--- src/rtl/gol_sequencer_if.sv ---
// gol_sequencer_if: frame handshake between the sequencer and the display side
interface gol_sequencer_if;
  logic [63:0] grid;
  logic        frame_valid;
  logic        frame_ready;
  modport master (output grid, frame_valid, input frame_ready);
  modport slave  (input grid, frame_valid, output frame_ready);
endinterface

--- src/rtl/gol_sequencer.sv ---
// gol_sequencer: seeds, evolves, presents and terminates the 8x8 Game of Life board
module gol_sequencer #(
  parameter int PERIOD_W = 24,
  parameter int GEN_W    = 16
) (
  input  logic                clk,
  input  logic                reset,
  input  logic                start,
  input  logic                pause,
  input  logic                step,
  input  logic [PERIOD_W-1:0] period,
  input  logic [GEN_W-1:0]    max_gen,
  input  logic [63:0]         lfsr_out,
  output logic                lfsr_reset,
  input  logic [63:0]         grid_next,
  gol_sequencer_if.master     frame,
  output logic [GEN_W-1:0]    gen_count,
  output logic                busy,
  output logic                done,
  output logic [1:0]          done_cause
);
  typedef enum logic [2:0] {IDLE, SEED, LOAD, PRESENT, CHECK, WAIT, EVOLVE, DONE} state_t;
  state_t              state_q, state_d;
  logic [63:0]         grid_q, grid_d;
  logic [GEN_W-1:0]    gen_q, gen_d;
  logic [1:0]          cause_q, cause_d;
  logic [PERIOD_W-1:0] timer_q, timer_d;
  logic [PERIOD_W-1:0] last;
  // >= rather than == so a live decrease of period below the running timer still fires
  assign last = (period == '0) ? '0 : period - 1'b1;
  always_comb begin
    state_d = state_q;
    grid_d  = grid_q;
    gen_d   = gen_q;
    cause_d = cause_q;
    timer_d = timer_q;
    case (state_q)
      IDLE:    state_d = start ? SEED : IDLE;
      SEED:    state_d = LOAD;
      LOAD: begin
        grid_d  = lfsr_out;
        gen_d   = '0;
        cause_d = 2'b00;
        state_d = PRESENT;
      end
      PRESENT: state_d = frame.frame_ready ? CHECK : PRESENT;
      CHECK: begin
        if (grid_q == '0) begin
          cause_d = 2'b01;
          state_d = DONE;
        end else if (max_gen != '0 && gen_q == max_gen) begin
          cause_d = 2'b11;
          state_d = DONE;
        end else begin
          timer_d = '0;
          state_d = WAIT;
        end
      end
      WAIT: begin
        if (!pause) begin
          timer_d = timer_q + 1'b1;
          state_d = (timer_q >= last) ? EVOLVE : WAIT;
        end else begin
          state_d = step ? EVOLVE : WAIT;
        end
      end
      EVOLVE: begin
        if (grid_next == grid_q) begin
          cause_d = 2'b10;
          state_d = DONE;
        end else begin
          grid_d  = grid_next;
          gen_d   = gen_q + 1'b1;
          state_d = PRESENT;
        end
      end
      DONE:    state_d = start ? SEED : DONE;
      default: state_d = IDLE;
    endcase
  end
  always_ff @(posedge clk) begin
    if (reset) begin
      state_q <= IDLE;
      grid_q  <= '0;
      gen_q   <= '0;
      cause_q <= 2'b00;
      timer_q <= '0;
    end else begin
      state_q <= state_d;
      grid_q  <= grid_d;
      gen_q   <= gen_d;
      cause_q <= cause_d;
      timer_q <= timer_d;
    end
  end
  assign lfsr_reset        = state_q == SEED;
  assign frame.frame_valid = state_q == PRESENT;
  assign frame.grid        = grid_q;
  assign gen_count         = gen_q;
  assign busy              = state_q != IDLE && state_q != DONE;
  assign done              = state_q == DONE;
  assign done_cause        = cause_q;
endmodule
--- src/flat_wrapper.sv ---
// flat-port wrapper written by rule: the top's interface ports become plain ports
module gol_sequencer_flat 
#(
  parameter int PERIOD_W = 24,
  parameter int GEN_W    = 16
)
  (clk, reset, start, pause, step, period, max_gen, lfsr_out, lfsr_reset, grid_next, gen_count, busy, done, done_cause, frame_grid, frame_frame_valid, frame_frame_ready);
  gol_sequencer_if frame_i ();
  input  logic clk;
  input  logic reset;
  input  logic start;
  input  logic pause;
  input  logic step;
  input  logic [PERIOD_W-1:0] period;
  input  logic [GEN_W-1:0] max_gen;
  input  logic [63:0] lfsr_out;
  output logic lfsr_reset;
  input  logic [63:0] grid_next;
  output logic [GEN_W-1:0] gen_count;
  output logic busy;
  output logic done;
  output logic [1:0] done_cause;
  output wire logic [$bits(frame_i.grid)-1:0] frame_grid;
  output wire logic [$bits(frame_i.frame_valid)-1:0] frame_frame_valid;
  input wire logic [$bits(frame_i.frame_ready)-1:0] frame_frame_ready;
  assign frame_grid = frame_i.grid;
  assign frame_frame_valid = frame_i.frame_valid;
  assign frame_i.frame_ready = frame_frame_ready;
  gol_sequencer #(.PERIOD_W(PERIOD_W), .GEN_W(GEN_W)) u_core (.clk(clk), .reset(reset), .start(start), .pause(pause), .step(step), .period(period), .max_gen(max_gen), .lfsr_out(lfsr_out), .lfsr_reset(lfsr_reset), .grid_next(grid_next), .frame(frame_i), .gen_count(gen_count), .busy(busy), .done(done), .done_cause(done_cause));
endmodule
--- config.mk ---
export PLATFORM = sky130hd
export DESIGN_NAME = gol_sequencer_flat
export DESIGN_NICKNAME = d
export VERILOG_FILES = /design/src/rtl/gol_sequencer_if.sv /design/src/rtl/gol_sequencer.sv /design/src/flat_wrapper.sv
export SDC_FILE = /design/constraint.sdc
export NUM_CORES = 1
export LEC_CHECK = 0
export BUFFER_PORTS_ARGS = -buffer_cell sky130_fd_sc_hd__buf_2
export CAP_MARGIN = 20
export CORE_UTILIZATION = 46
export CTS_BUF_LIST = sky130_fd_sc_hd__clkbuf_16
export DETAILED_ROUTE_END_ITERATION = 10
export GPL_ROUTABILITY_DRIVEN = 0
export PLACE_DENSITY_LB_ADDON = 0.2
export SLEW_MARGIN = 10
export SYNTH_ARGS = -nofsm -noshare
export SYNTH_HDL_FRONTEND = slang
export SYNTH_SLANG_ARGS = --single-unit
--- constraint.sdc ---
create_clock -name clk -period 3.4 [get_ports clk]
set_input_delay 0.51 -clock clk [delete_from_list [all_inputs] [get_ports clk]]
set_output_delay 0.51 -clock clk [all_outputs]
set_load 0.005 [all_outputs]
==> summary.txt, run 1 <==
Status
  – Outcome: finished clean

Pwr
  – PwrDens: 317 nW/um2
  – Total power: 3050 uW
  – Leak pwr: 0.00462 uW
  – Peak supply drop: 0.315 mV

Synth
  – Ranking of synthesized cells by area: dfxtp_1 (29%), xor2_1 (11%), a211oi_2 (10%), mux2i_1 (8.9%), nor2_1 (5.4%)
  – Synth warn: 0
  – Synth cell types: 46
  – Synth top cells by count: dfxtp_1 (109), nor2_1 (107), xor2_1 (93)
  – Synth Flop Type: dfxtp_1
  – Register area share after synthesis: 29.3%
  – EDFF count, synth: 0
  – Cells after synthesis: 850
  – Largest area contributor in the synthesized netlist: dfxtp_1
  – Mapped cell area: 7450 um2
  – Syn_area_per_cell: 8.77 um2
  – Ys async rst share: 0%
  – #FFs+latches synth: 109
  – Syn nets: 1052
  – Top cell type's share of synthesized area: 29.3%
  – Most numerous cell in the Yosys netlist: dfxtp_1

STA
  – Max Freq: 306 MHz
  – Final TNS setup: 0 ns
  – Max-slew violation count: 0
  – Final hold violations: 0
  – Worst hold slack: 0.480 ns
  – Final setup viols: 0
  – Ratio of final minimum period to clock period: 96.2%
  – Setup Skew: 0.00915 ns
  – Slew @ Worst Pin: 0.842 ns
  – Rel. slew slack: 43.9%
  – Fin worst setup slack: 0.131 ns
  – Tmin final: 3.27 ns

Finish
  – Layout Nets: 1309
  – Final instance area: 9600 um2
  – Share of cells above drive strength 1: 35.4%
  – ANT cells: 0
  – P&R area growth vs syn: 28.8%
  – Number of fill cells: 1447

Placed design
  – Post-placement cell area: 9090 um2
  – I/O Buffers: 259
  – Post-detail-place hpwl: 18400 um
  – Post-Place Worst Slack: -0.306 ns

Clocking
  – CTS tree: done
  – Total CTS buffers: 9
  – CTS Sinks: 109
  – Reg clk slew, reported paths: 0.07 ns
  – Post-CTS Hold Buffers: 0
  – Clock Path Buffers: 2
  – Latest clock arrival within the worst-skew pair: 0.35 ns
  – Root buffer cell: clkbuf_16
  – H-tree levels: 3

Critical path
  – Critical Path AT: 3.54 ns
  – Worst path slowest cell: or4_4
  – Buffers & Inverters on Critical Path: 4
  – Max incr delay on CP: 0.56 ns
  – Largest fanout on the critical path: 4
  – Top delay family on crit path: simple AND/OR/NAND/NOR gates
  – Critical path class: input pin to flop
  – Critical path cell sequence: buf_6 -> or4_4 -> nor4_4 -> buf_4 -> buf_4 -> nand3_4 -> nor3_2 -> xor2_1 -> nand2_1 -> ha_1 -> inv_1 -> o21ai_0 -> o2111ai_2 -> nand2b_1 -> o2111ai_2 -> a211oi_2
  – CP required: 3.67 ns
  – CP endpoint kind: flop
  – Worst Setup Start Kind: input pin

Die
  – Site row count: 46
  – Die X: 129 um
  – I/O pins: 260
  – Die height: 129 um
  – Initial Util: 47.1%
  – Core box area: 15800 um2
  – Die ar.: 16700 um2

Global route
  – Total GRT Usage: 26.8%
  – Largest net degree at the start of global routing: 50
  – GRT overflow: 0
  – First-pass GRT wire length: 34700 um
  – Initial antenna violation count: 0
  – Vias in the first global route: 6679

Routing
  – Routed len/inst: 17.5 um
  – Drt total wl: 23300 um
  – Post-route ant nets: 0
  – TritonRoute pass-1 iters: 4
  – Drt drc: 0
  – Via count: 7309
  – DRT iter0 DRCs: 377
  – Via/cell ratio: 5.50

Hold path
  – Hold Path Class: flop to flop

Run
  – Max-capacitance violation count: 0
==> through the flow <==
| stage | util, % | instances |
|---|---|---|
| 2_1_floorplan | - | 850 |
| 3_3_place_gp | 57.4 | 1309 |
| 3_5_place_dp | 57.4 | 1309 |
| 4_1_cts | 59.6 | 1325 |
| 5_1_grt | 60.7 | 1328 |
| 6_report | 60.7 | 1328 |
==> placed cells by master, fill, tap and decap left out, types with 26 or more instances in the layout <==
cell type	instances
a211oi_2	63
a21oi_1	34
buf_2	257
dfxtp_1	109
ha_1	28
mux2i_1	66
nand2_1	47
nor2_1	105
nor4_1	42
o21ai_0	26
xnor2_1	28
xor2_1	93
==> area by class of cell <==
class	count	area [um2]	area share [%]
clock buffers	9	225	2.34
clock inverters	7	114	1.19
inverters	14	52.6	0.547
multi-input cells	683	5140	53.6
flip-flops and latches	109	2180	22.7
well taps	216	270	2.81
repair buffers	290	1620	16.8
==> worst register-to-register path, cell delays in order (launching register included) <==
cell and delay (ns):
dfxtp_1 0.35, nor4_1 0.50, nand4_1 0.25, nor4_2 0.50
a211oi_2 0.15, o211ai_1 0.65, o21ai_0 0.18, a21oi_1 0.15
==> repair_timing <==
item                                    CTS  global route
endpoints found under the setup margin    0             2
setup buffers                             0             2
gates resized for setup                   0            26
==> per-layer routing <==
layer | up-vias | global-route usage (%) | share of wire, %
met4 | 0 | 6.92 | 1.5
met3 | 23 | 4.13 | 5.2
met1 | 3452 | 34.4 | 45
li1 | 3625 | - | -
met5 | - | 0 | 0
met2 | 209 | 46.7 | 49
==> cells by family (layout without fill, tap and decap cells) <==
kind of cell / after synthesis / count (layout) / synth area share [%]
DFF: 109 / 109 / 29.3
and+or+nand+nor: 305 / 305 / 20.5
adders and majority gates: 28 / 28 / 4.70
AOI/OAI and AO/OA: 163 / 163 / 18.7
muxes: 66 / 66 / 8.86
xor gates and xnor gates: 121 / 121 / 14.2
buffers and inverters: 58 / 320 / 3.68
==> report_power, final <==
part / switching [uW] / leakage, uW / internal [uW] / total [uW]
registers: 33.0 / 0.000880 / 1300 / 1330
clock network: 495 / 0.000169 / 718 / 1210
logic: 280 / 0.00357 / 220 / 501
total: 808 / 0.00462 / 2240 / 3050
==> path summary, 6_finish.rpt <==
check,startpoint,end,slack [ns],cells after the start
hold / removal,u_core.done_cause[1],u_core.done_cause[1],0.48,2
hold reg to reg,u_core.done_cause[1],u_core.done_cause[1],0.48,2
setup reg to reg,u_core.frame.grid[26],u_core.timer_q[20],0.60,7
setup / recovery,period[4],u_core.state_q[1],0.13,16
==> state kept, by name, indices dropped and copies added, names as in the netlist <==
signal,flops
u_core.gen_count,16
u_core.state_q,3
u_core.done_cause,2
u_core.frame.grid,64
u_core.timer_q,24
No activity file was read; power rests on OpenSTA's default activity.
==> run 2: changes to the inputs <==
Settings changed: CORE_UTILIZATION 46 to 51.
Clock period 3.4 ns to 3.6 ns, I/O delays scaled along.
==> summary.txt, run 2 (synthesis gave the netlist of run 1 again) <==
Die
  – Die height: 123 um (-4.9%)
  – Die ar.: 15100 um2 (-9.7%)
  – I/O pins: 260 (unchanged)
  – Site row count: 43 (-6.5%)
  – Die X: 123 um (-4.9%)
  – Core box area: 14100 um2 (-11%)
  – Initial Util: 52.9% (+5.8 points)

Global route
  – GRT overflow: 0 (unchanged)
  – Initial antenna violation count: 0 (unchanged)
  – First-pass GRT wire length: 33800 um (-2.6%)
  – Largest net degree at the start of global routing: 63 (+26%)
  – Vias in the first global route: 6510 (-2.5%)
  – Total GRT Usage: 29.3% (+2.4 points)

STA
  – RSZ-0062 raised after global routing: no
  – Rel. slew slack: 23.8% (-20 points)
  – Slew @ Worst Pin: 1.14 ns (+0.302 ns)
  – Max Freq: 297 MHz
  – Ratio of final minimum period to clock period: 93.4%
  – Final setup viols: 0 (unchanged)
  – Max-slew violation count: 0 (unchanged)
  – Final TNS setup: 0 ns (unchanged)
  – Worst hold slack: 0.487 ns (+0.00711 ns)
  – Setup Skew: 0.00877 ns (-0.000382 ns)
  – Final hold violations: 0 (unchanged)
  – Tmin final: 3.36 ns

Critical path
  – Critical path class: input pin to flop
  – Largest fanout on the critical path: 4 (unchanged)
  – R2r endpoint: u_core.timer_q[18]
  – Flop-to-flop setup slack: 0.65 ns (+0.05 ns)
  – CP required: 3.86 ns (+0.19 ns)
  – R2R Path Start: u_core.frame.grid[26]
  – Worst Setup Start Kind: input pin
  – R2R depth: 7 (unchanged)
  – Critical Path AT: 3.63 ns (+0.09 ns)
  – CP endpoint kind: flop

Finish
  – Post-Layout Cell Count: 1275 (-4.0%)
  – Share of cells above drive strength 1: 32.7% (-2.7 points)
  – P&R area growth vs syn: 23.7%
  – Final instance area: 9220 um2 (-4.0%)
  – Layout Nets: 1293 (-1.2%)
  – Most common cell after layout, fill and taps aside: buf_2
  – Most frequent cells in the layout: buf_2 (258), dfxtp_1 (109), nor2_1 (107)
  – Max FFs per register: 64 (unchanged)
  – ANT cells: 0 (unchanged)

Pwr
  – Sequential Power Share: 46.4% (+2.7 points)
  – Peak supply drop: 0.280 mV (-11%)
  – PwrDens: 294 nW/um2 (-7.2%)
  – Net Switching: 749 uW (-7.3%)
  – Clock Power Share: 36.7% (-3.1 points)
  – Leak pwr: 0.00448 uW (-3.0%)
  – Net Sw Frac: 27.6% (+1.1 points)
  – Gate power share: 16.9% (+0.5 points)
  – P_int: 1960 uW (-12%)

Clocking
  – Setup repair bufs after CTS: 0 (unchanged)
  – Reg clk slew, reported paths: 0.07 ns (about the same)
  – CTS Sinks: 109 (unchanged)
  – Clock Path Buffers: 2 (unchanged)
  – Total CTS buffers: 9 (unchanged)
  – H-tree levels: 3 (unchanged)
  – Latest clock arrival within the worst-skew pair: 0.35 ns (about the same)
  – CTS tree: done
  – Root buffer cell: clkbuf_16

Hold path
  – Hold depth: 2 (unchanged)
  – Hold path start: u_core.done_cause[1]
  – Hold EP: u_core.done_cause[1]
  – Hold Path Class: flop to flop

Routing
  – Met2 Wirelength: 11000 um (-3.2%)
  – Via/cell ratio: 5.73 (+4.1%)
  – Highest metal used: met4
  – Routed len/inst: 17.7 um (+1.1%)
  – Drt drc: 0 (unchanged)
  – Post-route ant nets: 0 (unchanged)
  – TritonRoute pass-1 iters: 5 (+1)
  – DRT iter0 DRCs: 438 (+16%)
  – Routed met3 length: 1460 um (+21%)
  – Via count: 7306 (-0.041%)
  – Drt total wl: 22600 um (-2.9%)
  – WL met1: 9610 um (-7.6%)

Placed design
  – Placed insts: 1260 (-3.7%)
  – Post-detail-place hpwl: 17800 um (-3.3%)
  – Post-placement cell area: 8920 um2 (-1.8%)
  – I/O Buffers: 259 (unchanged)

Run
  – Max-capacitance violation count: 0 (unchanged)

Status
  – Outcome: finished clean
## run 2: changes by cell type in the layout (fill, tap and decap cells not counted), moves of 3 or more
cell,before,now
buf_4,25,13
nand3_1,11,15
nand3_2,3,0
buf_12,6,3
nor3_2,3,0
nor3_1,11,14
## run 2: power groups by stage
stage          Combinational [uW]  Sequential (uW)  Clock (uW)
2_1_floorplan                 232             1280           0
6_report                      459             1260         997
5_1_grt                       501             1260        1060
3_5_place_dp                  457             1290           0
3_3_place_gp                  452             1290           0
4_1_cts                       459             1260        1020
## run 2: cell type report
| class | instances | area, um2 |
|---|---|---|
| fill | 1272 | 4870 |
| clock inverter | 6 | 65.1 |
| inverter | 14 | 52.6 |
| tap | 180 | 225 |
| timing repair buffer | 274 | 1450 |
| sequential | 109 | 2180 |
| clock buffer | 9 | 225 |
| multi-input combinational | 683 | 5020 |
## run 2: worst max-delay path, stage by stage
cell	delay (ns)
buf_2	0.11
or4_1	0.63
or4_1	0.53
nor3_1	0.24
xor2_1	0.17
nand2_1	0.07
ha_1	0.27
nand4_1	0.10
nor2_1	0.16
nand3_1	0.10
a31oi_1	0.29
o2111ai_1	0.15
a211oi_1	0.27
## run 2: through the flow
step | worst slack [ns] | util, % | total power, uW
2_1_floorplan | 0.252 | - | 1510
3_3_place_gp | -0.0124 | 63.3 | 1740
3_5_place_dp | -0.0821 | 63.3 | 1740
4_1_cts | 0.269 | 65.4 | 2730
5_1_grt | 0.0630 | 65.4 | 2820
6_report | 0.237 | 65.4 | 2710
## run 2: how the worst max path moves through the flow
stage,from,endpoint,depth (start not counted)
after floorplan,period[7],u_core.state_q[0],13
after global placement,period[7],u_core.state_q[1],14
after detailed placement,period[7],u_core.state_q[1],14
after CTS,period[7],u_core.state_q[1],14
after global routing,period[7],u_core.state_q[1],14
final,period[7],u_core.state_q[1],13
## run 2: layer usage
metal / track usage [%] / up-vias
met5: 0 / -
met4: 9.76 / 0
met3: 5.95 / 36
met2: 49.5 / 263
met1: 37.0 / 3418
li1: - / 3589
## run 2: what timing repair did
item,CTS,global route
resized for setup,0,1
setup endpoints to repair,0,1
hold buffers,0,0
